$ cat src/rtl/bcd_pkg.sv
// bcd_pkg: shared definitions for the BCD-to-binary converter.
//   state_t       : converter FSM states (IDLE, CHECK, SHIFT, DONE)
//   BCD_MAX_DIGIT : largest legal BCD nibble value
//   ADJ_THRESH    : nibble value at or above which the reverse double-dabble
//                   correction applies
//   ADJ_VAL       : correction subtracted from such a nibble
package bcd_pkg;

    typedef enum logic [1:0] {
        IDLE  = 2'd0,
        CHECK = 2'd1,
        SHIFT = 2'd2,
        DONE  = 2'd3
    } state_t;

    localparam logic [3:0] BCD_MAX_DIGIT = 4'd9;
    localparam logic [3:0] ADJ_THRESH    = 4'd8;
    localparam logic [3:0] ADJ_VAL       = 4'd3;

endpackage

$ cat src/rtl/bcd_to_bin_if.sv
// bcd_to_bin_if: request/response bundle of the BCD-to-binary converter.
//   start     : request pulse from the master; sampled only while idle
//   In_BCD    : packed BCD operand, digit 0 in bits [3:0]
//   busy      : converter is not idle
//   done      : one-cycle completion pulse
//   err       : operand held a nibble > 9 (valid from done on)
//   Out_Bin   : binary result (valid from done on)
//   dbg_state : current FSM state, for observation only
//
// Handshake: the master raises start with In_BCD stable; the request is
// accepted at the first rising edge where start=1 and busy=0, and In_BCD is
// captured at that edge. While busy=1 (including the done cycle) start is
// ignored and never queued. done pulses for exactly one cycle; Out_Bin and err
// are valid in that cycle and hold until the next done.
interface bcd_to_bin_if
    import bcd_pkg::*;
#(
    parameter int DIGITS = 2,
    parameter int OUT_W  = 8
);
    logic                  start;
    logic [4*DIGITS-1:0]   In_BCD;
    logic                  busy;
    logic                  done;
    logic                  err;
    logic [OUT_W-1:0]      Out_Bin;
    state_t                dbg_state;

    modport master (
        output start, In_BCD,
        input  busy, done, err, Out_Bin, dbg_state
    );

    modport slave (
        input  start, In_BCD,
        output busy, done, err, Out_Bin, dbg_state
    );
endinterface

$ cat src/rtl/bcd_nibble_adj.sv
// bcd_nibble_adj: combinational per-digit helper.
//   nib_i     : one BCD nibble
//   nib_o     : nib_i - 3 when nib_i >= 8, otherwise nib_i (no borrow out)
//   invalid_o : nib_i is not a legal BCD digit (> 9)
module bcd_nibble_adj
    import bcd_pkg::*;
(
    input  logic [3:0] nib_i,
    output logic [3:0] nib_o,
    output logic       invalid_o
);

    assign nib_o     = (nib_i >= ADJ_THRESH) ? (nib_i - ADJ_VAL) : nib_i;
    assign invalid_o = (nib_i > BCD_MAX_DIGIT);

endmodule

$ cat src/rtl/bcd_to_bin.sv
// bcd_to_bin: sequential BCD-to-binary converter (reverse double-dabble,
// one binary bit per clock).
//   clk   : system clock, rising edge
//   reset : asynchronous, active-high
//   bus   : bcd_to_bin_if slave (start/In_BCD in; busy/done/err/Out_Bin out)
// Latency from the accepted start edge: done in cycle OUT_W+2 for a valid
// operand, cycle 2 for an operand with an illegal nibble.
module bcd_to_bin
    import bcd_pkg::*;
#(
    parameter int DIGITS = 2,
    parameter int OUT_W  = 8
)(
    input  logic         clk,
    input  logic         reset,
    bcd_to_bin_if.slave  bus
);

    localparam int BCD_W = 4 * DIGITS;
    localparam int CNT_W = (OUT_W > 1) ? $clog2(OUT_W) : 1;
    localparam logic [CNT_W-1:0] CNT_LAST = CNT_W'(OUT_W - 1);
    localparam longint MAX_VAL = (10 ** DIGITS) - 1;

    // The result register must hold the largest DIGITS-digit decimal value.
    if (OUT_W < 62 && (longint'(1) << OUT_W) <= MAX_VAL) begin : g_width_check
        $error("bcd_to_bin: OUT_W too small for DIGITS");
    end

    state_t             state_q, state_d;
    logic [BCD_W-1:0]   bcd_q,   bcd_d;
    logic [OUT_W-1:0]   bin_q,   bin_d;
    logic [OUT_W-1:0]   out_q,   out_d;
    logic               err_q,   err_d;
    logic [CNT_W-1:0]   cnt_q,   cnt_d;

    logic [BCD_W-1:0]   bcd_shift;
    logic [OUT_W-1:0]   bin_shift;
    logic [BCD_W-1:0]   adj_in;
    logic [BCD_W-1:0]   adj_out;
    logic [DIGITS-1:0]  nib_bad;

    // {bcd, bin} shifted right by one: bcd LSB moves into bin MSB.
    assign bcd_shift = bcd_q >> 1;
    assign bin_shift = {bcd_q[0], bin_q[OUT_W-1:1]};

    // The nibble helpers validate the captured operand in CHECK and correct
    // the freshly shifted digits in SHIFT; one set of instances serves both.
    assign adj_in = (state_q == CHECK) ? bcd_q : bcd_shift;

    for (genvar g = 0; g < DIGITS; g++) begin : g_nib
        bcd_nibble_adj u_adj (
            .nib_i     (adj_in[4*g +: 4]),
            .nib_o     (adj_out[4*g +: 4]),
            .invalid_o (nib_bad[g])
        );
    end

    always_comb begin
        state_d = state_q;
        bcd_d   = bcd_q;
        bin_d   = bin_q;
        out_d   = out_q;
        err_d   = err_q;
        cnt_d   = cnt_q;
        case (state_q)
            IDLE: begin
                if (bus.start) begin
                    bcd_d   = bus.In_BCD;
                    bin_d   = '0;
                    state_d = CHECK;
                end
            end
            CHECK: begin
                cnt_d = '0;
                if (|nib_bad) begin
                    // Result registers are loaded on the edge into DONE so
                    // they are already valid while done is high.
                    out_d   = '0;
                    err_d   = 1'b1;
                    state_d = DONE;
                end else begin
                    state_d = SHIFT;
                end
            end
            SHIFT: begin
                bcd_d = adj_out;
                bin_d = bin_shift;
                cnt_d = cnt_q + 1'b1;
                if (cnt_q == CNT_LAST) begin
                    cnt_d   = '0;
                    out_d   = bin_shift;
                    err_d   = 1'b0;
                    state_d = DONE;
                end
            end
            DONE: begin
                state_d = IDLE;
            end
            default: begin
                state_d = IDLE;
            end
        endcase
    end

    always_ff @(posedge clk or posedge reset) begin
        if (reset) begin
            state_q <= IDLE;
            bcd_q   <= '0;
            bin_q   <= '0;
            out_q   <= '0;
            err_q   <= 1'b0;
            cnt_q   <= '0;
        end else begin
            state_q <= state_d;
            bcd_q   <= bcd_d;
            bin_q   <= bin_d;
            out_q   <= out_d;
            err_q   <= err_d;
            cnt_q   <= cnt_d;
        end
    end

    assign bus.busy      = (state_q != IDLE);
    assign bus.done      = (state_q == DONE);
    assign bus.err       = err_q;
    assign bus.Out_Bin   = out_q;
    assign bus.dbg_state = state_q;

endmodule

$ cat src/flat_wrapper.sv
// flat-port wrapper written by rule: the top's interface ports become plain ports
module bcd_to_bin_flat import bcd_pkg::*;
#(
    parameter int DIGITS = 2,
    parameter int OUT_W  = 8
)
  (clk, reset, bus_start, bus_In_BCD, bus_busy, bus_done, bus_err, bus_Out_Bin, bus_dbg_state);
  bcd_to_bin_if #(.DIGITS(DIGITS), .OUT_W(OUT_W)) bus_i ();
  input  logic clk;
  input  logic reset;
  input wire logic [$bits(bus_i.start)-1:0] bus_start;
  input wire logic [$bits(bus_i.In_BCD)-1:0] bus_In_BCD;
  output wire logic [$bits(bus_i.busy)-1:0] bus_busy;
  output wire logic [$bits(bus_i.done)-1:0] bus_done;
  output wire logic [$bits(bus_i.err)-1:0] bus_err;
  output wire logic [$bits(bus_i.Out_Bin)-1:0] bus_Out_Bin;
  output wire logic [$bits(bus_i.dbg_state)-1:0] bus_dbg_state;
  assign bus_i.start = bus_start;
  assign bus_i.In_BCD = bus_In_BCD;
  assign bus_busy = bus_i.busy;
  assign bus_done = bus_i.done;
  assign bus_err = bus_i.err;
  assign bus_Out_Bin = bus_i.Out_Bin;
  assign bus_dbg_state = bus_i.dbg_state;
  bcd_to_bin #(.DIGITS(DIGITS), .OUT_W(OUT_W)) u_core (.clk(clk), .reset(reset), .bus(bus_i));
endmodule
$ cat config.mk
export PLATFORM = sky130hd
export DESIGN_NAME = bcd_to_bin_flat
export DESIGN_NICKNAME = d
export VERILOG_FILES = /design/src/rtl/bcd_pkg.sv /design/src/rtl/bcd_to_bin_if.sv /design/src/rtl/bcd_nibble_adj.sv /design/src/rtl/bcd_to_bin.sv /design/src/flat_wrapper.sv
export SDC_FILE = /design/constraint.sdc
export NUM_CORES = 1
export LEC_CHECK = 0
export ABC_CLOCK_PERIOD_IN_PS = 3400
export BUFFER_PORTS_ARGS = -buffer_cell sky130_fd_sc_hd__clkbuf_2
export CORE_UTILIZATION = 35
export CTS_CLUSTER_SIZE = 28
export DETAILED_ROUTE_END_ITERATION = 16
export PLACE_DENSITY_LB_ADDON = 0.05
export SYNTH_ARGS = -nofsm -noshare
export SYNTH_HDL_FRONTEND = slang
export SYNTH_SLANG_ARGS = --single-unit
$ cat constraint.sdc
create_clock -name clk -period 3.4 [get_ports clk]
set_clock_uncertainty 0.05 [all_clocks]
set_input_delay 0.17 -clock clk [delete_from_list [all_inputs] [get_ports clk]]
set_output_delay 0.17 -clock clk [all_outputs]
set_load 0.02 [all_outputs]
==> metrics.md, run 1 <==
| Metric | Value |
|---|---|
| Min Tclk post-route | between 2 and 2.5 ns |
| Post-Synthesis Cells | 188 |
| Hold buffers post-CTS | 0 |
| RePlAce Congestion | between 0.7 and 0.8 |
| Post-synth ARST share | 1.000 |
| Mapped Area | about 0.0017 mm2 |
| Post-synth top flop | dfrtp_1 |
| Fmax | between 400 and 500 MHz |
| Drt pass-1 iters | 4 |
| Register area share after synthesis | 0.4218 |
| Min-Delay Path Class | input pin to flop |
| Core ar. | around 0.0047 mm2 |
| Slew Viols, Final | 0 |
| Leading area contributor after synthesis | dfrtp_1 |
| DR vias | approximately 1400 |
| Post-Syn Nets | 206 |
| Setup ws final | around 0.94 ns |
| Max H-tree Level | 2 |
| Vias in the first global route | 1343 |
| Worst-case vdd ir drop | 0.5878 mV |
| GRT Util Overall | 0.1586 |
| Worst Setup End Kind | flop |
| Die Y | slightly above 70 um |
| Routed wire per std cell | around 13 um |
| Violation count after the first detailed-route iteration | 80 |
| Pre-CTS setup slack | 0.9557 ns |
| Final TNS setup | 0 ns |
| CP Max Fanout | 15 |
| Post-Syn Area per Cell | between 9 and 10 um2 |
| Power density cells | 921.9 mW/mm2 |
| Diode count | 0 |
| Measured slew at the worst slew-check pin | 1.135 ns |
| Final nets | approximately 230 |
| Max cap viols | 0 |
| Via/cell ratio | 4.942 |
| Setup Buffers After CTS | 0 |
| Slew headroom | 0.2426 |
| Worst EP required | around 3.5 ns |
| EDFF count, synth | 0 |
| Beginning of the critical path | u_core.bus.dbg_state[1] |
| Endpoints failing hold | 0 |
| Global route overflow | 0 |
| Die Width | 72.11 um |
| Unrepaired setup endpoints after global routing | false |
| IO buf count | 23 |
| Fraction of layout instances using a drive strength above 1 | 0.1801 |
| Clock transition at path regs | ~0.060 ns |
| Crit path DAT | 2.59 ns |
| Synth area leaders | dfrtp_1 42%, mux2i_1 9.3%, o21ai_0 6.7% |
| Clk sinks | 29 |
| Routed WL | around 3700 um |
| Skew-Pair Late Insertion Delay | between 0.2 and 0.3 ns |
| Share of Yosys cell area claimed by the top area cell type | 0.4218 |
| Post-DP HPWL | around 2600 um |
| Die area | between 0.005 and 0.006 mm2 |
| Leak pwr | between 0.0008 and 0.0009 uW |
| Period utilization | 0.7223 |
| CTS tree | built |
| Setup CP Type | flop to flop |
| Core Rows | 25 |
| Synth cell types | 37 |
| Most common cell in the netlist | dfrtp_1 |
| RR Startpoint | u_core.bus.dbg_state[1] |
| CTS buffer count | 5 |
| Status | finished, final reports clean |
| Residual DRC | 0 |
| Yosys Warn Count | 0 |
| Post-CTS resize count | 0 |
| Initial core utilization | 0.3642 |
| Pin count of the biggest net entering global routing | 30 |
| Syn-to-layout area delta | 13.89% |
| Remaining antenna violation count | 0 |
| Hold Crit Start | bus_In_BCD[7] |
| Setup violators final | 0 |
| Clk root buf | clkbuf_8 |
| Flops & latches, synth | 29 |
| Initial antenna violation count | 0 |
| Boundary Pins | 24 |
| Post-synth top cells | 29 x dfrtp_1, 25 x nand2_1, 23 x o21ai_0 |
| Setup crit start kind | flop |
| Global-route wire length before repair | ~6300 um |
| CTS Buffer Depth | 2 |
## registers in the layout, summed over array words and instances (netlist names)
signal and cells:
u_core.bcd_q 8, u_core.bus.Out_Bin 8, u_core.bin_q 7, u_core.cnt_q 3, u_core.bus.dbg_state 2, u_core.bus.err 1
## layer usage
layer / track usage / wire length (um) / up-vias
met4: 0.05229 / 43 / 0
met2: 0.2544 / 1663 / 29
met3: 0.05000 / 154 / 7
met5: 0 / 0 / -
li1: - / - / 691
met1: 0.2028 / 1850 / 647
## layout make-up
class                   instances  area [um2]
clock buffers                   6       72.57
clock inverters                 2       10.01
fillers                       498        2764
inverters                      20       75.07
multi-input cells             128       854.6
flip-flops and latches         29       725.7
well taps                      67       83.83
repair buffers                 26       137.6
## final timing paths
path / endpoint / slack (ns) / depth (start not counted)
min in group asynchronous: u_core.bcd_q[5] / 0.11 / 2
max in group asynchronous: u_core.bus.err / 2.51 / 2
hold reg to reg: u_core.bin_q[3] / 0.43 / 2
setup reg to reg: u_core.bus.Out_Bin[5] / 0.94 / 6
setup / recovery: u_core.bus.Out_Bin[5] / 0.94 / 6
hold / removal: u_core.bcd_q[7] / 0.07 / 3
## metrics by stage
stage	util	hold WS [ns]	cell area (um2)	total power, uW	cells
3_3_place_gp	0.3974	0.3665	1877	1519	270
6_report	0.4148	0.07325	1959	1806	278
2_1_floorplan	-	0.1981	1720	1355	188
4_1_cts	0.4148	0.06258	1959	1830	278
5_1_grt	0.4148	0.07648	1959	1968	278
3_5_place_dp	0.3974	0.3657	1877	1539	270
## where the power goes
part	internal [uW]	switching [uW]	total [uW]
logic	390	581	971
clock network	142	134	276
registers	435	126	560
## cells in the final DEF (no fill, tap or decap)
cell type	count
o31ai_1	2
nor3_1	1
dfrtp_1	29
or2b_1	2
a211oi_1	2
xor2_1	2
a31oi_1	2
a2111oi_2	1
nand2b_1	3
mux2_2	1
o21a_1	1
ha_1	7
a22o_1	1
o221ai_1	1
nor2b_1	4
clkbuf_2	23
a21boi_2	2
xnor2_1	1
nor3b_1	2
inv_1	20
o2bb2ai_1	2
nand3_1	5
or4_1	1
o21ai_0	23
o22ai_1	1
clkbuf_8	5
nand2_1	25
mux2i_1	16
buf_4	3
a21oi_1	9
nor2_1	5
clkinv_2	2
a2bb2oi_1	1
mux2_4	1
clkbuf_1	1
a311oi_1	1
o211ai_1	2
o311ai_0	1
## worst max-delay path, cell delays in order (launching register included)
cell     delay, ns
dfrtp_1       0.42
inv_1         0.14
ha_1          0.55
inv_1         0.18
a21oi_1       0.28
o21a_1        0.46
mux2i_1       0.27
## logic make-up after synthesis
family,Yosys count,share of synthesized area
simple gates,48,0.1302
xor+xnor,3,0.01528
fa+ha+maj,7,0.05091
buf+inv,31,0.08145
flops,29,0.4218
compound gates,52,0.1920
mux,18,0.1084
Power figures use the tool's default switching activity.
==> run 2: changes to the inputs <==
Settings changed: ABC_CLOCK_PERIOD_IN_PS 3400 to 2000.
Clock period 3.4 ns to 2 ns, I/O delays scaled along.
==> metrics.md, run 2 (synthesis results as in run 1) <==
| Metric | Value |
|---|---|
| IO buf count | 23 (unchanged) |
| Worst EP required | 2.12 ns (-1.42 ns) |
| Drt pass-1 iters | 4 (unchanged) |
| Die Y | 72.11 um (unchanged) |
| R2r endpoint | u_core.bcd_q[2] |
| Beginning of the critical path | u_core.bus.dbg_state[0] |
| Pint | 2012 uW (+110%) |
| Vias in the first global route | 1449 (+7.9%) |
| Period utilization | 0.9358 (+0.2135) |
| Reg power frac | 0.273 (-0.037) |
| Leak pwr | 0.0009546 uW (+8.4%) |
| Dpl cell area | 0.001972 mm2 (+5.1%) |
| Clk sinks | 29 (unchanged) |
| CP Cell Sequence | inv_1, ha_1, inv_1, o21ai_0, or4_1, o311ai_0 |
| Fmax | 534.3 MHz (+31%) |
| Die area | 0.005200 mm2 (unchanged) |
| GRT Util Overall | 0.1695 (+0.01090) |
| Endpoints failing hold | 0 (unchanged) |
| Initial antenna violation count | 0 (unchanged) |
| CTS buffer count | 5 (unchanged) |
| Power density cells | 1666 mW/mm2 (+81%) |
| DR vias | 1391 (+1.2%) |
| Slowest cell on the critical path | or4_1 |
| Post-DP HPWL | 2699 um (+3.2%) |
| Switching share of power | 0.4254 (-0.03976) |
| Global-route wire length before repair | 6596 um (+4.8%) |
| Measured slew at the worst slew-check pin | 0.3857 ns (-0.7492 ns) |
| CP Max Fanout | 6 (-9) |
| Core Rows | 25 (unchanged) |
| Max stage delay on crit path | 0.54 ns (about the same) |
| Switching power | 1489 uW (+77%) |
| Slew Viols, Final | 0 (unchanged) |
| # fillers | 460 (-7.6%) |
| Via/cell ratio | 4.797 (-3.0%) |
| Pin count of the biggest net entering global routing | 30 (unchanged) |
| Setup ws final | 0.1284 ns (-0.8158 ns) |
| Global route overflow | 0 (unchanged) |
| Core ar. | 0.004723 mm2 (unchanged) |
| Most common cell after layout, fill and taps aside | dfrtp_1 |
| Syn-to-layout area delta | 22.18% |
| Die Width | 72.11 um (unchanged) |
| Worst R2R Path Depth | 6 (unchanged) |
| Min-Delay Path Class | input pin to flop |
| Worst Setup End Kind | flop |
| Remaining antenna violation count | 0 (unchanged) |
| Fraction of layout instances using a drive strength above 1 | 0.2287 (+0.04860) |
| Violation count after the first detailed-route iteration | 49 (-39%) |
| Routed WL | 3784 um (+2.0%) |
| Setup CP Type | flop to flop |
| Initial core utilization | 0.3642 (unchanged) |
| Final nets | 240 (+5.3%) |
| Status | finished, final reports clean |
| RePlAce Congestion | 0.8241 (+6.5%) |
| Setup crit start kind | flop |
| Skew-Pair Late Insertion Delay | 0.28 ns (about the same) |
| Unrepaired setup endpoints after global routing | true |
| Top cell by count, worst path | inv_1 |
| Setup slack, reg-to-reg | 0.13 ns (-0.82 ns) |
| Max cap viols | 0 (unchanged) |
| Max H-tree Level | 2 (unchanged) |
| CP Capture Point | u_core.bcd_q[2] |
| Crit path DAT | 1.99 ns (-0.60 ns) |
| Setup Buffers After CTS | 0 (unchanged) |
| Combinational share of power | 0.545 (+0.008) |
| CTS Buffer Depth | 2 (unchanged) |
| Diode count | 0 (unchanged) |
| Min Tclk post-route | 1.872 ns (-0.5842 ns) |
| CTS tree | built |
| Routed wire per std cell | 13.05 um (-2.3%) |
| Worst-case vdd ir drop | 0.9181 mV (+56%) |
| Slew headroom | 0.7429 (+0.5003) |
| Boundary Pins | 24 (unchanged) |
| Residual DRC | 0 (unchanged) |
| Clk root buf | clkbuf_8 |
| Most frequent cells in the layout | 28 x dfrtp_1, 25 x nand2_1, 23 x o21ai_0, 23 x clkbuf_2, 20 x inv_1 |
| RR Startpoint | u_core.bus.dbg_state[0] |
| Setup violators final | 0 (unchanged) |
| Clock transition at path regs | 0.06 ns (about the same) |
| Clock power frac | 0.182 (+0.029) |
| Design area | 0.002102 mm2 (+7.3%) |
| Pre-CTS setup slack | 0.08094 ns (-0.8748 ns) |
-- run 2: metal layers --
metal / GRT usage / wire length, um / vias up
met3: 0.04167 / 105 / 8
li1: - / - / 709
met1: 0.2193 / 1879 / 652
met4: 0.07190 / 76 / 0
met5: 0 / 0 / -
met2: 0.2700 / 1723 / 22
-- run 2: cell type report --
class / count / area [um2] / area share
Clock buffer: 7 / 86.33 / 0.04107
Clock inverter: 1 / 30.03 / 0.01429
Inverter: 20 / 75.07 / 0.03571
Multi-Input combinational cell: 128 / 857.1 / 0.4077
Sequential cell: 29 / 726.9 / 0.3458
Tap cell: 67 / 83.83 / 0.03988
Timing Repair Buffer: 38 / 242.7 / 0.1155
-- run 2: worst min path at each step --
stage | from | to | depth (start not counted)
global route | bus_In_BCD[5] | u_core.bcd_q[5] | 3
detailed placement | reset | u_core.cnt_q[2] | 3
global placement | reset | u_core.cnt_q[2] | 3
floorplan | reset | u_core.bcd_q[0] | 1
finish | bus_In_BCD[7] | u_core.bcd_q[7] | 3
CTS | bus_In_BCD[7] | u_core.bcd_q[7] | 3
-- run 2: per-stage QoR --
step,hold slack [ns],total power [uW],util,TNS (ns),std cells
2_1_floorplan,0.1281,2303,-,0,188
3_3_place_gp,0.1286,2843,0.4175,0,281
3_5_place_dp,0.1343,2873,0.4175,0,281
4_1_cts,0.004792,3537,0.4442,0,290
5_1_grt,0.02240,3803,0.4450,-0.008734,290
6_report,0.01348,3501,0.4450,0,290
-- run 2: power by group through the flow --
| stage | Clock [uW] | Combinational, uW | Sequential (uW) |
|---|---|---|---|
| 2_1_floorplan | 0 | 1390 | 916 |
| 3_3_place_gp | 0 | 1890 | 953 |
| 3_5_place_dp | 0 | 1910 | 960 |
| 4_1_cts | 665 | 1920 | 951 |
| 5_1_grt | 695 | 2120 | 987 |
| 6_report | 636 | 1910 | 957 |
-- run 2: critical path: cells and delay by family (launching register included) --
kind                       cells  cell delay, ns
and+or+nand+nor                1            0.54
DFF                            1            0.42
adders and majority gates      1            0.28
AOI/OAI and AO/OA              2            0.27
buffers and inverters          2            0.21
-- run 2: repair_timing --
item | 4_1_cts | 5_1_grt
hold endpoints to repair | 29 | 0
resized for setup | 0 | 2
hold buffers | 1 | 0
endpoints found under the setup margin | 0 | 6
==> run 3: changes to the inputs <==
Settings changed: MAX_ROUTING_LAYER set to met4, SKIP_LAST_GASP set to 1, TNS_END_PERCENT set to 50.
==> metrics.md, run 3 (synthesis results as in run 1) <==
| Metric | Value |
|---|---|
| Setup ws final | 0.1322 ns (+0.003775 ns) |
| Most common cell after layout, fill and taps aside | dfrtp_1 |
| Pint | 2012 uW (about the same) |
| DR vias | 1393 (+0.14%) |
| Measured slew at the worst slew-check pin | 0.3857 ns (+0.00003862 ns) |
| Setup Buffers After CTS | 0 (unchanged) |
| Slew Viols, Final | 0 (unchanged) |
| Clock power frac | 0.182 (about the same) |
| Final hold slack | 0.01327 ns (-0.0002106 ns) |
| Max stage delay on crit path | 0.54 ns (about the same) |
| Unrepaired setup endpoints after global routing | true |
| Via/cell ratio | 4.803 (+0.14%) |
| Initial core utilization | 0.3642 (unchanged) |
| Residual DRC | 0 (unchanged) |
| CTS tree | built |
| Final TNS setup | 0 ns (unchanged) |
| Endpoints failing hold | 0 (unchanged) |
| Setup CP Type | flop to flop |
| Crit path DAT | 1.99 ns (about the same) |
| CP Max Fanout | 6 (unchanged) |
| Slew headroom | 0.7429 (about the same) |
| Fmax | 535.4 MHz (+0.20%) |
| Syn-to-layout area delta | 22.18% (unchanged) |
| Fraction of layout instances using a drive strength above 1 | 0.2287 (unchanged) |
| Clk root buf | clkbuf_8 |
| Reg power frac | 0.273 (about the same) |
| Boundary Pins | 24 (unchanged) |
| Violation count after the first detailed-route iteration | 54 (+10%) |
| Drt pass-1 iters | 4 (unchanged) |
| IO buf count | 23 (unchanged) |
| RR Startpoint | u_core.bus.dbg_state[0] |
| Worst R2R Path Depth | 6 (unchanged) |
| Combinational share of power | 0.545 (about the same) |
| Post-DP HPWL | 2699 um (unchanged) |
| Critical path depth | 6 (unchanged) |
| RePlAce Congestion | 0.8365 (+1.5%) |
| Final nets | 240 (unchanged) |
| Power density cells | 1666 mW/mm2 (about the same) |
| Core ar. | 0.004723 mm2 (unchanged) |
| Global route overflow | 0 (unchanged) |
| Crit path buffers/inverters | 2 (unchanged) |
| Largest delay share family, worst path | simple AND/OR/NAND/NOR gates |
| Switching share of power | 0.4256 (about the same) |
| Setup crit start kind | flop |
| Setup violators final | 0 (unchanged) |
| Period utilization | 0.9339 (-0.001888) |
| Die area | 0.005200 mm2 (unchanged) |
| Min Tclk post-route | 1.868 ns (-0.003775 ns) |
| Top cell by count, worst path | inv_1 |
| Slowest cell on the critical path | or4_1 |
| Hold Crit Start | bus_In_BCD[7] |
| Max H-tree Level | 2 (unchanged) |
| CTS buffer count | 5 (unchanged) |
| Remaining antenna violation count | 0 (unchanged) |
| Clk sinks | 29 (unchanged) |
| Die Y | 72.11 um (unchanged) |
| Layout Utilization | 0.4450 (unchanged) |
| Min-Delay Path Class | input pin to flop |
| Worst EP required | 2.12 ns (about the same) |
| Core Rows | 25 (unchanged) |
| Die Width | 72.11 um (unchanged) |
| Max cap viols | 0 (unchanged) |
| GRT Util Overall | 0.1746 (+0.005112) |
| CTS Buffer Depth | 2 (unchanged) |
| Worst Setup End Kind | flop |
| Switching power | 1490 uW (about the same) |
| Skew-Pair Late Insertion Delay | 0.28 ns (about the same) |
| Most frequent cells in the layout | 28 x dfrtp_1, 25 x nand2_1, 23 x o21ai_0, 23 x clkbuf_2, 20 x inv_1 |
| Global-route wire length before repair | 6596 um (unchanged) |
| Initial antenna violation count | 0 (unchanged) |
| Routed WL | 3782 um (about the same) |
| Pin count of the biggest net entering global routing | 30 (unchanged) |
| Leak pwr | 0.0009546 uW (unchanged) |
| Status | finished, final reports clean |
| Hold depth | 3 (unchanged) |
| Pre-CTS setup slack | 0.08094 ns (unchanged) |
| CP Cell Sequence | inv_1, ha_1, inv_1, o21ai_0, or4_1, o311ai_0 |
| Worst-case vdd ir drop | 0.9179 mV (about the same) |
| Vias in the first global route | 1452 (+0.21%) |
| Clock transition at path regs | 0.07 ns (about the same) |
| Beginning of the critical path | u_core.bus.dbg_state[0] |
| Diode count | 0 (unchanged) |
| Routed wire per std cell | 13.04 um (about the same) |
-- run 3: worst paths after layout --
check / endpoint / slack, ns
worst max-delay path: u_core.bcd_q[2] / 0.13
worst min-delay path: u_core.bcd_q[7] / 0.01
worst max register to register: u_core.bcd_q[2] / 0.13
worst min register to register: u_core.bin_q[3] / 0.43
max in group asynchronous: u_core.bus.dbg_state[0] / 1.24
min in group asynchronous: u_core.bus.Out_Bin[7] / 0.37
-- run 3: cell type report --
class	instances	area, um2
sequential	29	726.9
timing repair buffer	38	242.7
fill	460	2621
clock inverter	1	30.03
multi-input combinational	128	857.1
inverter	20	75.07
clock buffer	7	86.33
tap	67	83.83
-- run 3: repair_timing --
action	in CTS	in global routing
hold endpoints to repair	29	0
hold buffers	1	0
setup endpoints to repair	0	6
resized for setup	0	2
-- run 3: layer usage --
metal,global-route usage,share of wire,up-vias
li1,-,-,710
met1,0.2193,0.49,648
met2,0.2700,0.45,27
met3,0.04167,0.032,8
met4,0.07190,0.020,0
met5,-,0,-
-- run 3: worst min-delay path, stage by stage --
cell and delay [ns]:
clkbuf_2 0.09, nand2b_1 0.05, o21ai_0 0.06
-- run 3: power groups by stage --
stage | logic, uW | registers [uW] | clock network [uW]
final | 1910 | 958 | 636
after global routing | 2120 | 987 | 695
after CTS | 1920 | 951 | 665
after detailed placement | 1910 | 960 | 0
after global placement | 1890 | 953 | 0
after floorplan | 1390 | 916 | 0
-- run 3: metrics by stage --
| stage | total power [uW] | cell area (um2) | std cells |
|---|---|---|---|
| 4_1_cts | 3537 | 2098 | 290 |
| 5_1_grt | 3803 | 2102 | 290 |
| 2_1_floorplan | 2303 | 1720 | 188 |
| 6_report | 3502 | 2102 | 290 |
| 3_5_place_dp | 2873 | 1972 | 281 |
| 3_3_place_gp | 2843 | 1972 | 281 |
